### src/rtl/div_iter_pkg.sv
// Shared constants for the iterative divider: FSM state encoding,
// handshake levels and a sizing helper for the iteration counter.
package div_iter_pkg;

  // Divider FSM states, 2-bit encoded.
  typedef enum logic [1:0] {
    DivFree   = 2'b00,
    DivByZero = 2'b01,
    DivOn     = 2'b10,
    DivEnd    = 2'b11
  } div_state_e;

  // Handshake levels as seen by the EX stage.
  localparam logic DivStart          = 1'b1;
  localparam logic DivStop           = 1'b0;
  localparam logic DivResultReady    = 1'b1;
  localparam logic DivResultNotReady = 1'b0;

  // Counter must be able to hold the value WIDTH itself, not just WIDTH-1.
  function automatic int unsigned cnt_width(input int unsigned width);
    return $clog2(width + 1);
  endfunction

endpackage

### src/rtl/div_iter_if.sv
// EX-stage divide handshake bundle: EX is the master, the divider responds.
interface div_iter_if #(
  parameter int WIDTH = 32
);

  logic                 signed_div_i;
  logic [WIDTH-1:0]     opdata1_i;
  logic [WIDTH-1:0]     opdata2_i;
  logic                 start_i;
  logic                 annul_i;
  logic [2*WIDTH-1:0]   result_o;
  logic                 ready_o;

  modport master (
    output signed_div_i,
    output opdata1_i,
    output opdata2_i,
    output start_i,
    output annul_i,
    input  result_o,
    input  ready_o
  );

  modport slave (
    input  signed_div_i,
    input  opdata1_i,
    input  opdata2_i,
    input  start_i,
    input  annul_i,
    output result_o,
    output ready_o
  );

endinterface

### src/rtl/div_iter_sign_fix.sv
// Conditional two's-complement negate. Shared by operand magnitude
// extraction and by the quotient/remainder sign fixup.
module div_iter_sign_fix #(
  parameter int WIDTH = 32
) (
  input  logic [WIDTH-1:0] value_i,
  input  logic             negate_i,
  output logic [WIDTH-1:0] value_o
);

  assign value_o = negate_i ? (~value_i + {{(WIDTH-1){1'b0}}, 1'b1}) : value_i;

endmodule

### src/rtl/div_iter.sv
// Iterative radix-2 restoring divider answering the EX-stage divide
// handshake. Produces {remainder, quotient} after WIDTH iterations,
// handles DIV and DIVU, and short-circuits division by zero.
module div_iter
  import div_iter_pkg::*;
#(
  parameter int WIDTH = 32
) (
  input  logic     clk,
  input  logic     rst,
  div_iter_if.slave bus
);

  localparam int CNT_W = cnt_width(WIDTH);

  div_state_e           state_q, state_d;
  logic [CNT_W-1:0]     cnt_q, cnt_d;
  // Upper half holds the partial remainder, lower half starts as the
  // dividend magnitude and fills up with quotient bits from the right.
  logic [2*WIDTH-1:0]   work_q, work_d;
  logic [WIDTH-1:0]     divisor_q, divisor_d;
  // Sign bits are only ever set for signed requests, so an unsigned
  // divide naturally skips the fixup.
  logic                 sign1_q, sign1_d;
  logic                 sign2_q, sign2_d;
  logic [2*WIDTH-1:0]   result_q, result_d;
  logic                 ready_q, ready_d;

  logic [WIDTH-1:0]     op1_abs;
  logic [WIDTH-1:0]     op2_abs;
  logic [WIDTH-1:0]     quot_fixed;
  logic [WIDTH-1:0]     rem_fixed;
  logic [WIDTH:0]       shifted_top;
  logic [WIDTH:0]       trial;
  logic [WIDTH-1:0]     next_rem;
  logic [WIDTH-1:0]     next_low;

  // Operand magnitudes, taken straight from the bus on the start cycle.
  div_iter_sign_fix #(.WIDTH(WIDTH)) u_abs_op1 (
    .value_i  (bus.opdata1_i),
    .negate_i (bus.signed_div_i & bus.opdata1_i[WIDTH-1]),
    .value_o  (op1_abs)
  );

  div_iter_sign_fix #(.WIDTH(WIDTH)) u_abs_op2 (
    .value_i  (bus.opdata2_i),
    .negate_i (bus.signed_div_i & bus.opdata2_i[WIDTH-1]),
    .value_o  (op2_abs)
  );

  // Truncating division: quotient negative when signs differ, remainder
  // follows the dividend. The most-negative / -1 case wraps to itself.
  div_iter_sign_fix #(.WIDTH(WIDTH)) u_fix_quot (
    .value_i  (work_q[WIDTH-1:0]),
    .negate_i (sign1_q ^ sign2_q),
    .value_o  (quot_fixed)
  );

  div_iter_sign_fix #(.WIDTH(WIDTH)) u_fix_rem (
    .value_i  (work_q[2*WIDTH-1:WIDTH]),
    .negate_i (sign1_q),
    .value_o  (rem_fixed)
  );

  // One restoring step: shift left by one, trial-subtract the divisor on
  // WIDTH+1 bits, keep the difference only if it did not go negative.
  assign shifted_top = work_q[2*WIDTH-1:WIDTH-1];
  assign trial       = shifted_top - {1'b0, divisor_q};
  assign next_rem    = trial[WIDTH] ? shifted_top[WIDTH-1:0] : trial[WIDTH-1:0];
  assign next_low    = {work_q[WIDTH-2:0], ~trial[WIDTH]};

  // Next-state logic for the control FSM and the datapath registers.
  always_comb begin
    state_d   = state_q;
    cnt_d     = cnt_q;
    work_d    = work_q;
    divisor_d = divisor_q;
    sign1_d   = sign1_q;
    sign2_d   = sign2_q;
    result_d  = result_q;
    ready_d   = ready_q;

    case (state_q)
      DivFree: begin
        result_d = '0;
        ready_d  = DivResultNotReady;
        if (bus.start_i == DivStart && !bus.annul_i) begin
          if (bus.opdata2_i == '0) begin
            state_d = DivByZero;
          end else begin
            state_d   = DivOn;
            cnt_d     = '0;
            work_d    = {{WIDTH{1'b0}}, op1_abs};
            divisor_d = op2_abs;
            sign1_d   = bus.signed_div_i & bus.opdata1_i[WIDTH-1];
            sign2_d   = bus.signed_div_i & bus.opdata2_i[WIDTH-1];
          end
        end
      end

      DivByZero: begin
        if (bus.annul_i) begin
          state_d  = DivFree;
          result_d = '0;
          ready_d  = DivResultNotReady;
        end else begin
          state_d  = DivEnd;
          result_d = '0;
          ready_d  = DivResultReady;
        end
      end

      DivOn: begin
        if (bus.annul_i) begin
          state_d  = DivFree;
          result_d = '0;
          ready_d  = DivResultNotReady;
        end else if (cnt_q == CNT_W'(WIDTH)) begin
          state_d  = DivEnd;
          result_d = {rem_fixed, quot_fixed};
          ready_d  = DivResultReady;
        end else begin
          work_d = {next_rem, next_low};
          cnt_d  = cnt_q + CNT_W'(1);
        end
      end

      DivEnd: begin
        if (bus.annul_i || bus.start_i == DivStop) begin
          state_d  = DivFree;
          result_d = '0;
          ready_d  = DivResultNotReady;
        end
      end

      default: begin
        state_d  = DivFree;
        result_d = '0;
        ready_d  = DivResultNotReady;
      end
    endcase
  end

  // All state, including the registered outputs, clears immediately on reset.
  always_ff @(posedge clk or posedge rst) begin
    if (rst) begin
      state_q   <= DivFree;
      cnt_q     <= '0;
      work_q    <= '0;
      divisor_q <= '0;
      sign1_q   <= 1'b0;
      sign2_q   <= 1'b0;
      result_q  <= '0;
      ready_q   <= DivResultNotReady;
    end else begin
      state_q   <= state_d;
      cnt_q     <= cnt_d;
      work_q    <= work_d;
      divisor_q <= divisor_d;
      sign1_q   <= sign1_d;
      sign2_q   <= sign2_d;
      result_q  <= result_d;
      ready_q   <= ready_d;
    end
  end

  assign bus.result_o = result_q;
  assign bus.ready_o  = ready_q;

endmodule

### src/flat_wrapper.sv
// flat-port wrapper written by rule: the top's interface ports become plain ports
module div_iter_flat import div_iter_pkg::*;
#(
  parameter int WIDTH = 32
)
  (clk, rst, bus_signed_div_i, bus_opdata1_i, bus_opdata2_i, bus_start_i, bus_annul_i, bus_result_o, bus_ready_o);
  div_iter_if #(.WIDTH(WIDTH)) bus_i ();
  input  logic clk;
  input  logic rst;
  input wire logic [$bits(bus_i.signed_div_i)-1:0] bus_signed_div_i;
  input wire logic [$bits(bus_i.opdata1_i)-1:0] bus_opdata1_i;
  input wire logic [$bits(bus_i.opdata2_i)-1:0] bus_opdata2_i;
  input wire logic [$bits(bus_i.start_i)-1:0] bus_start_i;
  input wire logic [$bits(bus_i.annul_i)-1:0] bus_annul_i;
  output wire logic [$bits(bus_i.result_o)-1:0] bus_result_o;
  output wire logic [$bits(bus_i.ready_o)-1:0] bus_ready_o;
  assign bus_i.signed_div_i = bus_signed_div_i;
  assign bus_i.opdata1_i = bus_opdata1_i;
  assign bus_i.opdata2_i = bus_opdata2_i;
  assign bus_i.start_i = bus_start_i;
  assign bus_i.annul_i = bus_annul_i;
  assign bus_result_o = bus_i.result_o;
  assign bus_ready_o = bus_i.ready_o;
  div_iter #(.WIDTH(WIDTH)) u_core (.clk(clk), .rst(rst), .bus(bus_i));
endmodule
### config.mk
export PLATFORM = sky130hd
export DESIGN_NAME = div_iter_flat
export DESIGN_NICKNAME = d
export VERILOG_FILES = /design/src/rtl/div_iter_pkg.sv /design/src/rtl/div_iter_if.sv /design/src/rtl/div_iter_sign_fix.sv /design/src/rtl/div_iter.sv /design/src/flat_wrapper.sv
export SDC_FILE = /design/constraint.sdc
export NUM_CORES = 1
export LEC_CHECK = 0
export ABC_AREA = 1
export CORE_UTILIZATION = 45
export CTS_BUF_LIST = sky130_fd_sc_hd__clkbuf_8
export CTS_CLUSTER_DIAMETER = 80
export DETAILED_ROUTE_END_ITERATION = 16
export GPL_TIMING_DRIVEN = 0
export PLACE_DENSITY_LB_ADDON = 0.3
export SETUP_SLACK_MARGIN = 0.2
export SLEW_MARGIN = 20
export SYNTH_ARGS = -nofsm -noshare
export SYNTH_HDL_FRONTEND = slang
export SYNTH_HIERARCHICAL = 1
export SYNTH_SLANG_ARGS = --single-unit
### constraint.sdc
create_clock -name clk -period 6.5 [get_ports clk]
set_input_delay 1.95 -clock clk [delete_from_list [all_inputs] [get_ports clk]]
set_output_delay 1.95 -clock clk [all_outputs]
set_load 0.02 [all_outputs]
==> impl_metrics.yaml, run 1 <==
die:
  start_util_pct: 46.0
  core_area_sq_um: 31700
  die_h_microns: 182
  die_w_microns: 182
  die_area_sq_um: 33200
  rows: 65
  ioPinCount: 134
route:
  route.detailed.drc: 0
  avgRoutedWirePerCell_microns: 14.8
  routed_wirelength_microns: 43300
  ant_nets: 0
  initialDrtViolationCount: 971
  dr.pass1.iters: 5
  vias: 14699
  vias_per_cell: 5.01
clock_tree:
  hold_buffers: 0
  cts_setup_buffers: 0
  cts_max_level: 4
  cts_buffers: 17
  cts-root-buf: "clkbuf_8"
  cts_tree: "done"
  clkSinkCount: 171
  clk_pin_slew_ns: 0.11
  ctsResizeCount: 0
  clockBufferDepth: 2
  clk-insertion-delay-late_ns: 0.49
power_and_ir_drop:
  power.leakage_uw: 0.00876
  power_density_nw_per_um2: 367
  ir_drop_mv: 0.197
worst_setup_path:
  cp_max_fo: 10
  start_kind: "input port"
  crit_arrival_ns: 4.48
  r2r_end: "u_core/work_q[63]"
  reg2reg_setup_slack_ns: 3.60
  path_class: "input port to register"
  reg2reg_depth: 17
  required_ns: 6.90
  cp_num_buf_inv: 5
  endpoint_kind: "register"
  r2r-start: "u_core/work_q[31]"
  crit_slowest_cell: "a22oi_1"
  critPathMaxStageDelay_ns: 0.73
  cp_top_family: "buffers and inverters"
  path_cells: "clkdlybuf4s50_1 -> inv_2 -> nand2_1 -> inv_1 -> a22oi_1 -> buf_2 -> clkbuf_1 -> nand3_1 -> o21ai_0"
timing:
  fmax_mhz: 245
  slew_violations: 0
  fin_tns_setup_ns: 0
  setup_violations: 0
  clock-skew-final_ns: 0.0294
  worst_pin_slew_ns: 0.917
  timing.final.crit_share_pct: 62.8
  period_minus_slack_ns: 4.08
  rsz0062_at_grt: "false"
  slew_headroom_pct: 38.8
  hold_viol: 0
cells_and_area:
  drive_gt1_share_pct: 8.58
  layout.nets: 2628
  area_growth_pct: 16.1
  fin_util_pct: 53.4
  mostFrequentLayoutCells: "nand2_1 (847), inv_1 (343), nor2_1 (230)"
  n_fill_cell: 3208
  final_cell_count_no_fill: 2932
  mostFrequentLayoutCell: "nand2_1"
  antenna_cells: 0
global_routing:
  grt_max_degree: 38
  grt_overflow: 0
  first_global_vias: 13728
  grt_pass1_wl_microns: 71000
  grt.total_usage_pct: 27.1
  antenna_found_initial: 0
synth:
  synth-edff-count: 0
  ys_warn_count: 6
  synth_area_sq_um: 14600
  async_flop_share_pct: 100
  yosys_most_used_dff: "dfrtp_1"
  synth_cell_type_count: 43
  postSynthAreaPerCell_sq_um: 6.18
  syn-num-nets: 2471
  ys_seq_area_share_pct: 29.3
  synth_cells: 2360
  ys_ff_latch: 171
min_path:
  hold_path_class: "register to register"
  hold_depth: 2
  holdPathEnd: "u_core/bus.result_o[55]"
  min_from: "u_core/bus.result_o[55]"
run:
  cap_violations: 0
place:
  place_congestion: 0.935
  placedCellCount: 2900
  dp_hpwl_microns: 36100
  portBuffers: 133
run_status:
  status: "complete, no violations"
## report_power, final
part           leakage, uW  switching, uW  internal (uW)
combinational      0.00629           2450           1300
clock             0.000203            490            295
sequential         0.00226            297           1390
## layout make-up
type,count,area [sq um],share of cell area (%)
Multi-Input combinational cell,1768,8600,50.7
Sequential cell,171,4280,25.3
Timing Repair Buffer,138,1430,8.45
Inverter,354,1350,7.98
Tap cell,402,503,2.97
Buffer,67,370,2.19
Clock buffer,17,234,1.38
Clock inverter,15,178,1.05
## sequential cells by signal, indices dropped and copies added (netlist names)
signal               cells
u_core/work_q           64
u_core/bus.ready_o       1
u_core/divisor_q        32
u_core/state_q           2
u_core/cnt_q             6
u_core/bus.result_o     64
u_core/sign1_q           1
u_core/sign2_q           1
## metrics by stage
step / hold slack, ns / area [sq um] / total power (uW) / setup slack [ns]
2_1_floorplan: 0.476 / 14600 / 4250 / 2.37
3_3_place_gp: 0.498 / 16400 / 5340 / 1.07
3_5_place_dp: 0.513 / 16500 / 5420 / 2.01
4_1_cts: 0.532 / 16900 / 6210 / 2.50
5_1_grt: 0.547 / 16900 / 6770 / 2.31
6_report: 0.540 / 16900 / 6220 / 2.42
## cells in the mapped netlist (2+ instances only)
library cell,number,share of area [%]
nand2_1,847,22
inv_1,344,8.8
nor2_1,230,5.9
nand3_1,224,7.7
dfrtp_1,171,29
o21ai_0,130,4.5
xnor2_1,51,3.1
ha_1,41,3.5
nor2_2,37,1.6
nand2_2,35,1.5
a21oi_1,32,1.1
buf_2,31,1.1
nor2_4,29,2.2
xor2_1,23,1.4
nand4_1,17,0.73
clkbuf_1,16,0.41
buf_4,13,0.67
nand3b_1,10,0.51
and2_1,8,0.34
nor3_1,8,0.27
o21ai_1,8,0.27
o21ai_2,8,0.48
inv_2,6,0.15
buf_1,4,0.10
inv_6,4,0.24
nand2_4,4,0.31
nor2_8,4,0.55
or2_1,3,0.13
a21o_1,2,0.10
a22oi_1,2,0.10
a31oi_1,2,0.086
buf_6,2,0.15
nor3_2,2,0.14
o21a_1,2,0.10
o31ai_1,2,0.10
## kinds of logic after synthesis
logic type | synth area share [%]
simple gates | 43.8
buf+inv | 11.8
compound gates | 6.97
flops | 29.3
xor+xnor | 4.44
fa+ha+maj | 3.65
mux | 0.0771
## worst min-delay path, cell delays in order, from the launching register on
cell and delay (ns):
dfrtp_1 0.39, inv_1 0.05, o21ai_0 0.07
## worst max path at each step
stage          cells past startpoint                       to   startpoint  slack, ns
6_report                           9  u_core/bus.result_o[27]  bus_annul_i       2.42
2_1_floorplan                      1       u_core/bus.ready_o          rst       2.37
5_1_grt                            9  u_core/bus.result_o[28]  bus_annul_i       2.31
3_3_place_gp                       2     u_core/divisor_q[17]          rst       1.07
4_1_cts                            9  u_core/bus.result_o[29]  bus_annul_i       2.50
3_5_place_dp                       9  u_core/bus.result_o[29]  bus_annul_i       2.01
## layer usage
layer | up-vias | part of all wire, % | global-route usage, %
met4 | 0 | 2.2 | 7.83
li1 | 7601 | - | -
met3 | 50 | 5.7 | 4.23
met2 | 423 | 43 | 41.7
met1 | 6625 | 49 | 39.2
met5 | - | 0 | 0
Power figures use the tool's default switching activity.
==> run 2, diff against run 1 <==
==> constraint.sdc (replaced) <==
create_clock -name clk -period 3.53 [get_ports clk]
set_input_delay 1.059 -clock clk [delete_from_list [all_inputs] [get_ports clk]]
set_output_delay 1.059 -clock clk [all_outputs]
set_load 0.02 [all_outputs]
==> results of run 2 <==
The final DEF is identical to that of run 1. Status: complete, no violations.
Among the figures that moved: setup slack after placement 2.01 ns -> -0.0664 ns; setup slack after layout 2.42 ns -> 0.339 ns; register-to-register setup slack 3.60 ns -> 0.63 ns; total power 6220 uW -> 11500 uW; worst IR drop on VDD 0.197 mV -> 0.363 mV
==> run 3, diff against run 2 <==
--- a/config.mk
+++ b/config.mk
@@ -11,7 +11,7 @@
 export CTS_CLUSTER_DIAMETER = 80
 export DETAILED_ROUTE_END_ITERATION = 16
 export GPL_TIMING_DRIVEN = 0
-export PLACE_DENSITY_LB_ADDON = 0.3
+export PLACE_DENSITY = 0.67
 export SETUP_SLACK_MARGIN = 0.2
 export SLEW_MARGIN = 20
 export SYNTH_ARGS = -nofsm -noshare
==> run 3 against run 2 <==
Largest cell class unchanged. Worst hold slack got worse by 0.0083 ns. Critical path type unchanged. Wire length down 0.48%. First-iteration DRC count rose by 9.2%.
==> impl_metrics.yaml, run 3 (synthesized netlist as in run 1, its figures left out) <==
min_path:
  min_from: "u_core/sign2_q"
  hold_path_class: "register to register"
place:
  placedCellCount: 2900
  place_congestion: 0.952
  postPlaceCellArea_sq_um: 16500
  portBuffers: 133
  dp_hpwl_microns: 36100
cells_and_area:
  antenna_cells: 0
  final_cell_count_no_fill: 2932
  area_growth_pct: 15.9
  drive_gt1_share_pct: 8.54
  mostFrequentLayoutCell: "nand2_1"
  stdcell_area_sq_um: 16900
  layout.nets: 2628
  mostFrequentLayoutCells: "nand2_1 (847), inv_1 (344), nor2_1 (230)"
clock_tree:
  clk-insertion-delay-late_ns: 0.48
  cts-root-buf: "clkbuf_8"
  cts_buffers: 17
  cts_tree: "done"
  ctsResizeCount: 0
  clkSinkCount: 171
  clockBufferDepth: 2
  cts_max_level: 4
  hold_buffers: 0
  clk_pin_slew_ns: 0.11
  cts_setup_buffers: 0
global_routing:
  antenna_found_initial: 0
  gr-usage-met1_pct: 39.9
  grt_overflow: 0
  met2_usage_pct: 40.5
  grt_busiest_layer: "met2"
  grt_pass1_wl_microns: 70400
  grtUsageMet3_pct: 2.33
  grt_max_degree: 37
  first_global_vias: 13539
  grt.total_usage_pct: 26.8
route:
  routed_wirelength_microns: 43100
  initialDrtViolationCount: 1060
  dr.pass1.iters: 5
  vias_per_cell: 4.97
  ant_nets: 0
  avgRoutedWirePerCell_microns: 14.7
  route.detailed.drc: 0
  vias: 14563
timing:
  worst_pin_slew_ns: 0.873
  clock-skew-final_ns: 0.0178
  setup_violations: 0
  slew_headroom_pct: 41.8
  timing.final.crit_share_pct: 89.1
  rsz0062_at_grt: "false"
  fin_tns_setup_ns: 0
  period_minus_slack_ns: 3.15
  fmax_mhz: 318
  slew_violations: 0
  hold_viol: 0
die:
  start_util_pct: 46.0
  die_w_microns: 182
  rows: 65
  ioPinCount: 134
  core_area_sq_um: 31700
  die_area_sq_um: 33200
  die_h_microns: 182
worst_setup_path:
  path_class: "input port to register"
  start_kind: "input port"
  cp_max_fo: 10
  required_ns: 3.93
  crit_arrival_ns: 3.54
  reg2reg_setup_slack_ns: 0.73
  crit_start: "bus_annul_i"
  r2r-start: "u_core/state_q[0]"
  endpoint_kind: "register"
power_and_ir_drop:
  power.leakage_uw: 0.00875
  switchingPower_uw: 5870
  power_density_nw_per_um2: 671
  ir_drop_mv: 0.354
  swShare_pct: 51.7
  power_uw: 11400
  power_frac_seq_pct: 27.4
  pwr-share-clk_pct: 12.1
  pwr-share-comb_pct: 60.5
  power.internal_uw: 5480
run:
  cap_violations: 0
run_status:
  status: "complete, no violations"
[run 3: cell types whose count changed in the layout (fill, tap and decap cells not counted), sizes merged]
cell | previous run | this run
clkbuf | 33 | 34
clkinv | 7 | 3
clkinvlp | 2 | 3
inv | 360 | 362
[run 3: final timing paths]
path,to,cells past startpoint
max in group asynchronous,u_core/work_q[60],5
worst min register to register,u_core/sign2_q,1
worst max-delay path,u_core/bus.result_o[27],9
worst min-delay path,u_core/sign2_q,1
worst max register to register,u_core/bus.result_o[27],9
min in group asynchronous,u_core/bus.result_o[21],2
[run 3: power by group through the flow]
| stage | Clock, uW | Combinational, uW | Sequential, uW |
|---|---|---|---|
| floorplan | 0 | 4620 | 3220 |
| global placement | 0 | 6690 | 3120 |
| detailed placement | 0 | 6810 | 3140 |
| CTS | 1420 | 6840 | 3100 |
| global route | 1490 | 7700 | 3200 |
| finish | 1370 | 6870 | 3110 |
[run 3: layout make-up]
| class | instances | area (sq um) |
|---|---|---|
| Buffer | 67 | 370 |
| Clock buffer | 18 | 248 |
| Clock inverter | 14 | 133 |
| Fill cell | 3246 | 14800 |
| Inverter | 354 | 1350 |
| Multi-Input combinational cell | 1768 | 8600 |
| Sequential cell | 171 | 4280 |
| Tap cell | 402 | 503 |
| Timing Repair Buffer | 138 | 1430 |
[run 3: metal layers]
layer  vias up  part of all wire (%)  wire [microns]
met1      6521                    50           21500
met5         -                     0               0
met4         0                   2.7            1170
met2       411                    42           18300
met3        63                   5.1            2190
li1       7568                     -               -
[run 3: metrics by stage]
step | worst slack, ns | utilization [%] | hold WS, ns
after CTS | 0.474 | 53.3 | 0.537
after floorplan | 0.288 | - | 0.476
after global routing | 0.231 | 53.3 | 0.552
after detailed placement | -0.0218 | 52.1 | 0.512
after global placement | -1.08 | 51.8 | 0.496
final | 0.384 | 53.3 | 0.532
[run 3: critical path: stages]
cell	delay (ns)
clkdlybuf4s50_1	0.53
inv_2	0.06
nand2_1	0.10
inv_1	0.07
a22oi_1	0.70
buf_2	0.42
clkbuf_1	0.35
nand3_1	0.13
o21ai_0	0.11
